===== src/rtl/quadrature_decoder_pkg.sv =====
// rtl/quadrature_decoder_pkg.sv - phase encodings, direction constants and step decode for the quadrature decoder
package quad_decoder_pkg;

    localparam logic [1:0] PH_00 = 2'b00;
    localparam logic [1:0] PH_01 = 2'b01;
    localparam logic [1:0] PH_11 = 2'b11;
    localparam logic [1:0] PH_10 = 2'b10;

    localparam logic DIR_UP   = 1'b1;
    localparam logic DIR_DOWN = 1'b0;

    typedef enum logic {
        ST_UNPRIMED = 1'b0,
        ST_PRIMED   = 1'b1
    } prime_state_t;

    typedef struct packed {
        logic valid;
        logic illegal;
        logic dir;
    } step_info_t;

    // Up order is 00 -> 01 -> 11 -> 10 -> 00; no change yields an all-zero result.
    function automatic step_info_t decode_step(input logic [1:0] prev, input logic [1:0] curr);
        step_info_t res;
        res = '0;
        case ({prev, curr})
            {PH_00, PH_01}, {PH_01, PH_11}, {PH_11, PH_10}, {PH_10, PH_00}: begin
                res.valid = 1'b1;
                res.dir   = DIR_UP;
            end
            {PH_01, PH_00}, {PH_11, PH_01}, {PH_10, PH_11}, {PH_00, PH_10}: begin
                res.valid = 1'b1;
                res.dir   = DIR_DOWN;
            end
            {PH_00, PH_11}, {PH_11, PH_00}, {PH_01, PH_10}, {PH_10, PH_01}: begin
                res.illegal = 1'b1;
            end
            default: res = '0;
        endcase
        return res;
    endfunction

endpackage


===== src/rtl/quadrature_decoder_if.sv =====
// rtl/quadrature_decoder_if.sv - control, encoder pins and position outputs of the quadrature decoder
interface quadrature_decoder_if #(
    parameter int WIDTH = 8
);
    logic             enable;
    logic             clear;
    logic             quad_a;
    logic             quad_b;
    logic [WIDTH-1:0] count;
    logic             dir;
    logic             step;
    logic             error;
    logic             error_flag;
    logic             max_count;
    logic             min_count;

    modport master (
        output enable, clear, quad_a, quad_b,
        input  count, dir, step, error, error_flag, max_count, min_count
    );

    modport slave (
        input  enable, clear, quad_a, quad_b,
        output count, dir, step, error, error_flag, max_count, min_count
    );
endinterface


===== src/rtl/quadrature_decoder_input_filter.sv =====
// rtl/quadrature_decoder_input_filter.sv - two-flop synchroniser plus run-length glitch filter for one encoder phase
module quad_input_filter #(
    parameter int FILTER_LEN = 3
) (
    input  logic i_clk,
    input  logic i_rst_n,
    input  logic i_pin,
    output logic o_level,
    output logic o_changed,
    output logic o_stable
);
    localparam logic [3:0] RUN_LAST = 4'(FILTER_LEN - 1);

    logic       r_sync1;
    logic       r_sync2;
    logic       r_level;
    logic       r_changed;
    logic [3:0] r_run;

    // Any edge where the synchronised value matches the filtered level restarts the run.
    always_ff @(posedge i_clk or negedge i_rst_n) begin
        if (!i_rst_n) begin
            r_sync1   <= 1'b0;
            r_sync2   <= 1'b0;
            r_level   <= 1'b0;
            r_changed <= 1'b0;
            r_run     <= 4'd0;
        end else begin
            r_sync1   <= i_pin;
            r_sync2   <= r_sync1;
            r_changed <= 1'b0;
            if (r_sync2 != r_level) begin
                if (r_run == RUN_LAST) begin
                    r_level   <= r_sync2;
                    r_changed <= 1'b1;
                    r_run     <= 4'd0;
                end else begin
                    r_run <= r_run + 4'd1;
                end
            end else begin
                r_run <= 4'd0;
            end
        end
    end

    assign o_level   = r_level;
    assign o_changed = r_changed;
    assign o_stable  = (r_sync2 == r_level);

endmodule


===== src/rtl/quadrature_decoder.sv =====
// rtl/quadrature_decoder.sv - filtered quadrature decode into step pulses and a wrapping position count
module quadrature_decoder
    import quad_decoder_pkg::*;
#(
    parameter int WIDTH      = 8,
    parameter int INIT_VALUE = 0,
    parameter int FILTER_LEN = 3
) (
    input  logic              clk,
    input  logic              reset_n,
    quadrature_decoder_if.slave bus
);
    localparam logic [WIDTH-1:0] INIT_C     = WIDTH'(INIT_VALUE);
    localparam logic [WIDTH-1:0] ONE_C      = WIDTH'(1);
    localparam logic [3:0]       PRIME_LAST = 4'(FILTER_LEN - 1);

    logic w_a_level;
    logic w_a_changed;
    logic w_a_stable;
    logic w_b_level;
    logic w_b_changed;
    logic w_b_stable;

    quad_input_filter #(.FILTER_LEN(FILTER_LEN)) u_filt_a (
        .i_clk     (clk),
        .i_rst_n   (reset_n),
        .i_pin     (bus.quad_a),
        .o_level   (w_a_level),
        .o_changed (w_a_changed),
        .o_stable  (w_a_stable)
    );

    quad_input_filter #(.FILTER_LEN(FILTER_LEN)) u_filt_b (
        .i_clk     (clk),
        .i_rst_n   (reset_n),
        .i_pin     (bus.quad_b),
        .o_level   (w_b_level),
        .o_changed (w_b_changed),
        .o_stable  (w_b_stable)
    );

    prime_state_t     r_state;
    prime_state_t     w_state_nxt;
    logic [3:0]       r_prime_cnt;
    logic [3:0]       w_prime_cnt_nxt;
    logic [1:0]       r_prev;
    logic [WIDTH-1:0] r_count;
    logic             r_dir;
    logic             r_step;
    logic             r_error;
    logic             r_error_flag;

    logic [1:0]       w_curr;
    logic             w_any_change;
    logic             w_all_stable;
    step_info_t       w_info;
    logic             w_load_ref;
    logic             w_step_ok;
    logic             w_err_ok;

    assign w_curr       = {w_a_level, w_b_level};
    assign w_any_change = w_a_changed | w_b_changed;
    assign w_all_stable = w_a_stable & w_b_stable;
    assign w_info       = decode_step(r_prev, w_curr);

    always_ff @(posedge clk or negedge reset_n) begin
        if (!reset_n) begin
            r_state     <= ST_UNPRIMED;
            r_prime_cnt <= 4'd0;
        end else begin
            r_state     <= w_state_nxt;
            r_prime_cnt <= w_prime_cnt_nxt;
        end
    end

    // Unprimed: the first accepted filtered state (a filter change or FILTER_LEN quiet cycles) becomes the reference silently.
    always_comb begin
        w_state_nxt     = r_state;
        w_prime_cnt_nxt = r_prime_cnt;
        w_load_ref      = 1'b0;
        w_step_ok       = 1'b0;
        w_err_ok        = 1'b0;
        case (r_state)
            ST_UNPRIMED: begin
                if (w_any_change || (w_all_stable && (r_prime_cnt == PRIME_LAST))) begin
                    w_state_nxt     = ST_PRIMED;
                    w_load_ref      = 1'b1;
                    w_prime_cnt_nxt = 4'd0;
                end else if (w_all_stable) begin
                    w_prime_cnt_nxt = r_prime_cnt + 4'd1;
                end else begin
                    w_prime_cnt_nxt = 4'd0;
                end
            end
            ST_PRIMED: begin
                w_load_ref = (w_curr != r_prev);
                w_step_ok  = bus.enable & w_info.valid;
                w_err_ok   = bus.enable & w_info.illegal;
            end
            default: w_state_nxt = ST_UNPRIMED;
        endcase
    end

    // The reference follows the filtered state even when a step is masked, so re-enabling never sees a stale jump.
    always_ff @(posedge clk or negedge reset_n) begin
        if (!reset_n) begin
            r_prev       <= PH_00;
            r_count      <= INIT_C;
            r_dir        <= DIR_UP;
            r_step       <= 1'b0;
            r_error      <= 1'b0;
            r_error_flag <= 1'b0;
        end else begin
            r_step  <= 1'b0;
            r_error <= 1'b0;
            if (w_load_ref) begin
                r_prev <= w_curr;
            end
            if (bus.clear) begin
                r_count      <= INIT_C;
                r_error_flag <= 1'b0;
            end else begin
                if (w_step_ok) begin
                    r_step <= 1'b1;
                    r_dir  <= w_info.dir;
                    if (w_info.dir == DIR_UP) begin
                        r_count <= r_count + ONE_C;
                    end else begin
                        r_count <= r_count - ONE_C;
                    end
                end
                if (w_err_ok) begin
                    r_error      <= 1'b1;
                    r_error_flag <= 1'b1;
                end
            end
        end
    end

    assign bus.count      = r_count;
    assign bus.dir        = r_dir;
    assign bus.step       = r_step;
    assign bus.error      = r_error;
    assign bus.error_flag = r_error_flag;
    assign bus.max_count  = (r_count == {WIDTH{1'b1}}) && (r_dir == DIR_UP);
    assign bus.min_count  = (r_count == {WIDTH{1'b0}}) && (r_dir == DIR_DOWN);

endmodule


===== src/flat_wrapper.sv =====
// flat-port wrapper written by rule: the top's interface ports become plain ports
module quadrature_decoder_flat import quad_decoder_pkg::*;
#(
    parameter int WIDTH      = 8,
    parameter int INIT_VALUE = 0,
    parameter int FILTER_LEN = 3
)
  (clk, reset_n, bus_enable, bus_clear, bus_quad_a, bus_quad_b, bus_count, bus_dir, bus_step, bus_error, bus_error_flag, bus_max_count, bus_min_count);
  quadrature_decoder_if #(.WIDTH(WIDTH)) bus_i ();
  input  logic clk;
  input  logic reset_n;
  input wire logic [$bits(bus_i.enable)-1:0] bus_enable;
  input wire logic [$bits(bus_i.clear)-1:0] bus_clear;
  input wire logic [$bits(bus_i.quad_a)-1:0] bus_quad_a;
  input wire logic [$bits(bus_i.quad_b)-1:0] bus_quad_b;
  output wire logic [$bits(bus_i.count)-1:0] bus_count;
  output wire logic [$bits(bus_i.dir)-1:0] bus_dir;
  output wire logic [$bits(bus_i.step)-1:0] bus_step;
  output wire logic [$bits(bus_i.error)-1:0] bus_error;
  output wire logic [$bits(bus_i.error_flag)-1:0] bus_error_flag;
  output wire logic [$bits(bus_i.max_count)-1:0] bus_max_count;
  output wire logic [$bits(bus_i.min_count)-1:0] bus_min_count;
  assign bus_i.enable = bus_enable;
  assign bus_i.clear = bus_clear;
  assign bus_i.quad_a = bus_quad_a;
  assign bus_i.quad_b = bus_quad_b;
  assign bus_count = bus_i.count;
  assign bus_dir = bus_i.dir;
  assign bus_step = bus_i.step;
  assign bus_error = bus_i.error;
  assign bus_error_flag = bus_i.error_flag;
  assign bus_max_count = bus_i.max_count;
  assign bus_min_count = bus_i.min_count;
  quadrature_decoder #(.WIDTH(WIDTH), .INIT_VALUE(INIT_VALUE), .FILTER_LEN(FILTER_LEN)) u_core (.clk(clk), .reset_n(reset_n), .bus(bus_i));
endmodule

===== config.mk =====
export PLATFORM = sky130hd
export DESIGN_NAME = quadrature_decoder_flat
export DESIGN_NICKNAME = d
export VERILOG_FILES = /design/src/rtl/quadrature_decoder_pkg.sv /design/src/rtl/quadrature_decoder_if.sv /design/src/rtl/quadrature_decoder_input_filter.sv /design/src/rtl/quadrature_decoder.sv /design/src/flat_wrapper.sv
export SDC_FILE = /design/constraint.sdc
export NUM_CORES = 1
export LEC_CHECK = 0
export CAP_MARGIN = 25
export CORE_UTILIZATION = 38
export DETAILED_ROUTE_END_ITERATION = 12
export DONT_BUFFER_PORTS = 1
export GPL_TIMING_DRIVEN = 0
export SYNTH_ARGS = -nofsm -noshare
export SYNTH_HDL_FRONTEND = slang
export SYNTH_HIERARCHICAL = 1
export SYNTH_SLANG_ARGS = --single-unit

===== constraint.sdc =====
create_clock -name clk -period 3.01 [get_ports clk]
set_clock_uncertainty 0.05 [all_clocks]
set_input_delay 0.4515 -clock clk [delete_from_list [all_inputs] [get_ports clk]]
set_output_delay 0.4515 -clock clk [all_outputs]
set_load 0.01 [all_outputs]

==> results.md <==
- Crit path cell chain: xnor2_1, and2_1, inv_1, ha_1, a21oi_1, a211oi_1, or3_1, a21oi_2, mux2_1
- Post-synth EDFFs: 0
- Leading register cell type out of synthesis: dfrtp_1
- PwrDens: 1095 nW/um^2
- 1st-iter DRT viols: 40
- DRT Pass-1 Iters: 9
- Hpwl dp: 2391 um
- Number of synthesis warnings: 6
- Slew Viols, Final: 0
- Antenna Nets Post-Route: 0
- Critical path peak fanout: 7
- Port Buffers: 0
- Vias: 1242
- CTS Root Cell: clkbuf_8
- Pre-CTS worst setup slack: 285.9 ps
- Min Hold Slack: 132.1 ps
- Average wire per standard cell: 14.26 um
- Failing checks: DRC
- Cell count after synthesis: 166
- TritonCTS clock tree: built
- Endpoints failing hold: 0
- RSZ-0062 raised after global routing: no
- Slowest CP cell: dfrtp_1
- IO Pins: 20
- Worst slew margin: 62.15%
- Count of cell types in the netlist: 41
- Clock transition at path regs: 70 ps
- Hold Crit Class: primary input to flip-flop
- CP arrival: 2890 ps
- Mean post-synth cell area: 10.88 um^2
- Setup CP Type: flip-flop to flip-flop
- Largest net degree at the start of global routing: 36
- Clock buffer count from CTS: 5
- Tcrit/Tclk final: 91.73%
- WP buf/inv: 1
- Nets: 194
- Share of layout cells above drive strength 1: 11.36%
- Fraction of registers with async set or reset after synthesis: 100.0%
- Crit path launch type: flip-flop
- GR Overflow Total: 0
- Site Rows: 24
- Slowest stage delay, CP: 450 ps
- DRC viols: 3
- Mapped Nets: 185
- Status: complete, but fails checks
- Max Cap Viol: 0
- Least-Margin Pin Slew: 567.8 ps
- Number of antenna diodes: 0
- Crit path time final: 2761 ps
- LEAKAGE: 0.0009162 uW
- Crit path required time: 3140 ps
- First-pass GRT wire length: 5609 um
- Total die area: 5035 um^2
- Die Ht: 70.96 um
- Largest delay share family, worst path: simple AND/OR/NAND/NOR gates
- Post-DR vias/cell: 5.447
- Hold Path Depth: 0
- R2R depth: 9
- Crit path depth: 9
- Vias in the first global route: 1314
- VDD IR max: 0.4463 mV
- GP Congestion: 0.8161
- Synthesized area: 1807 um^2
- Seq cells post-synth: 35
- Post-synthesis sequential area ratio: 48.55%
- Overall power: 2181 uW
- CORE AREA: 4474 um^2
- Max Clock Freq: 0.3622 GHz
- GRT Total Usage: 14.82%
- Post-layout util: 44.49%
- Die X: 70.96 um
- Initial Util: 40.38%
- Worst skew pair latency: 290 ps
- Initial antenna violation count: 0
- Area grow syn2layout: 10.18%
- Final setup fails: 0
- CP endpoint kind: flip-flop
- Worst setup margin: 248.9 ps
- Sink Count: 35
- Setup_tns: 0 ps
- Deepest level of the CTS H-tree: 2
- CTS Buffer Depth: 2
- Drt total wl: 3251 um
routing by layer:
metal / share of wire (%) / vias up / GRT usage, %
met4: 1.8 / 0 / 6.667
met1: 41 / 616 / 15.48
met2: 53 / 21 / 26.71
li1: - / 599 / -
met3: 4.4 / 6 / 5.271
met5: 0 / - / 0
final cells by class:
type,instances,area (um^2)
fillers,433,2484
multi-input cells,124,895.9
flip-flops and latches,35,877.1
clock buffers,5,68.82
well taps,52,65.06
repair buffers,2,30.03
clock inverters,3,20.02
inverters,5,18.77
plain buffers,2,15.01
timing repair:
item                                   CTS  global route
gates resized for setup                  0             0
setup buffers                            0             0
endpoints found under the hold margin   35             0
hold buffers                             2             0
where the power goes:
group	total, uW	switching (uW)	internal (uW)
sequential	742	150	592
clock	340	179	161
combinational	1100	596	502
placed cells by master (no fill, tap or decap), types with 2 or more instances in the layout:
| master | count |
|---|---|
| dfrtp_1 | 34 |
| nor2_1 | 16 |
| nand2_1 | 12 |
| ha_1 | 12 |
| xnor2_1 | 9 |
| a21oi_1 | 9 |
| o21ai_0 | 6 |
| clkbuf_8 | 5 |
| xor2_1 | 5 |
| inv_1 | 5 |
| nand3_1 | 5 |
| nor4_1 | 4 |
| a21o_1 | 4 |
| a211oi_1 | 4 |
| or2b_1 | 4 |
| clkinvlp_4 | 2 |
| or2_1 | 2 |
| nor3_1 | 2 |
| o21bai_1 | 2 |
| mux2_2 | 2 |
| nor2b_1 | 2 |
| mux2_1 | 2 |
| or3b_4 | 2 |
| nand2b_1 | 2 |
| nand3b_1 | 2 |
| mux2_4 | 2 |
worst register-to-register path, stage by stage (launching register included):
cell,delay [ps]
dfrtp_1,450
xnor2_1,160
and2_1,210
inv_1,160
ha_1,380
a21oi_1,260
a211oi_1,130
or3_1,370
a21oi_2,150
mux2_1,320
path summary, 6_finish.rpt:
kind	startpoint	end	slack [ps]
worst min-delay path	bus_quad_a	u_core/u_filt_a/r_sync1	130
worst max register to register	u_core/u_filt_a/o_level	u_core/bus.count[7]	250
worst min register to register	u_core/u_filt_b/r_sync1	u_core/u_filt_b/r_sync2	300
max in group asynchronous	reset_n	u_core/bus.dir	2100
worst max-delay path	u_core/u_filt_a/o_level	u_core/bus.count[7]	250
min in group asynchronous	reset_n	u_core/u_filt_a/r_sync2	560
through the flow:
stage	cell area [um^2]	cells
2_1_floorplan	1807	166
3_3_place_gp	1872	218
3_5_place_dp	1872	218
4_1_cts	1991	228
5_1_grt	1991	228
6_report	1991	228
kinds of logic (layout without fill, tap and decap cells):
| kind of cell | after synthesis | count (layout) | share of synthesized area (%) |
|---|---|---|---|
| AND/OR/NAND/NOR | 62 | 62 | 19.04 |
| flip-flops | 35 | 35 | 48.55 |
| AO/OA/AOI/OAI | 28 | 28 | 9.626 |
| XOR/XNOR | 14 | 14 | 6.787 |
| adder cells (fa/ha/maj) | 13 | 13 | 9.418 |
| multiplexers | 7 | 7 | 4.709 |
| buffers and inverters | 7 | 17 | 1.870 |
state kept, by name, indices dropped and copies added (netlist names):
signal                     count
u_core/bus.error_flag          1
u_core/u_filt_a/r_sync2        1
u_core/bus.step                1
u_core/u_filt_b/o_level        1
u_core/u_filt_a/r_sync1        1
u_core/r_prev                  2
u_core/u_filt_b/r_run          4
u_core/u_filt_b/r_sync1        1
u_core/u_filt_b/o_changed      1
u_core/u_filt_b/r_sync2        1
u_core/r_state                 1
u_core/u_filt_a/r_run          4
u_core/u_filt_a/o_level        1
u_core/bus.dir                 1
u_core/u_filt_a/o_changed      1
u_core/r_prime_cnt             4
u_core/bus.count               8
u_core/bus.error               1
synth_stat cells (2+ instances only):
| cell | instances | area share, % |
|---|---|---|
| a21o_1 | 4 | 1.7 |
| nor4_1 | 4 | 1.4 |
| xnor2_1 | 9 | 4.4 |
| mux2_4 | 2 | 1.7 |
| nand3b_1 | 2 | 0.83 |
| nand3_1 | 5 | 1.4 |
| dfrtp_1 | 34 | 47 |
| o21ai_0 | 6 | 1.7 |
| or2b_1 | 4 | 1.7 |
| ha_1 | 12 | 8.3 |
| nor2_1 | 16 | 3.3 |
| a211oi_1 | 4 | 1.7 |
| nor2b_1 | 2 | 0.69 |
| nand2b_1 | 2 | 0.69 |
| mux2_1 | 2 | 1.2 |
| or2_1 | 2 | 0.69 |
| nand2_1 | 12 | 2.5 |
| inv_1 | 5 | 1.0 |
| or3b_4 | 2 | 1.2 |
| mux2_2 | 2 | 1.2 |
| xor2_1 | 5 | 2.4 |
| o21bai_1 | 2 | 0.83 |
| a21oi_1 | 9 | 2.5 |
| nor3_1 | 2 | 0.55 |
Note: power is estimated with default switching activity, not from simulation.
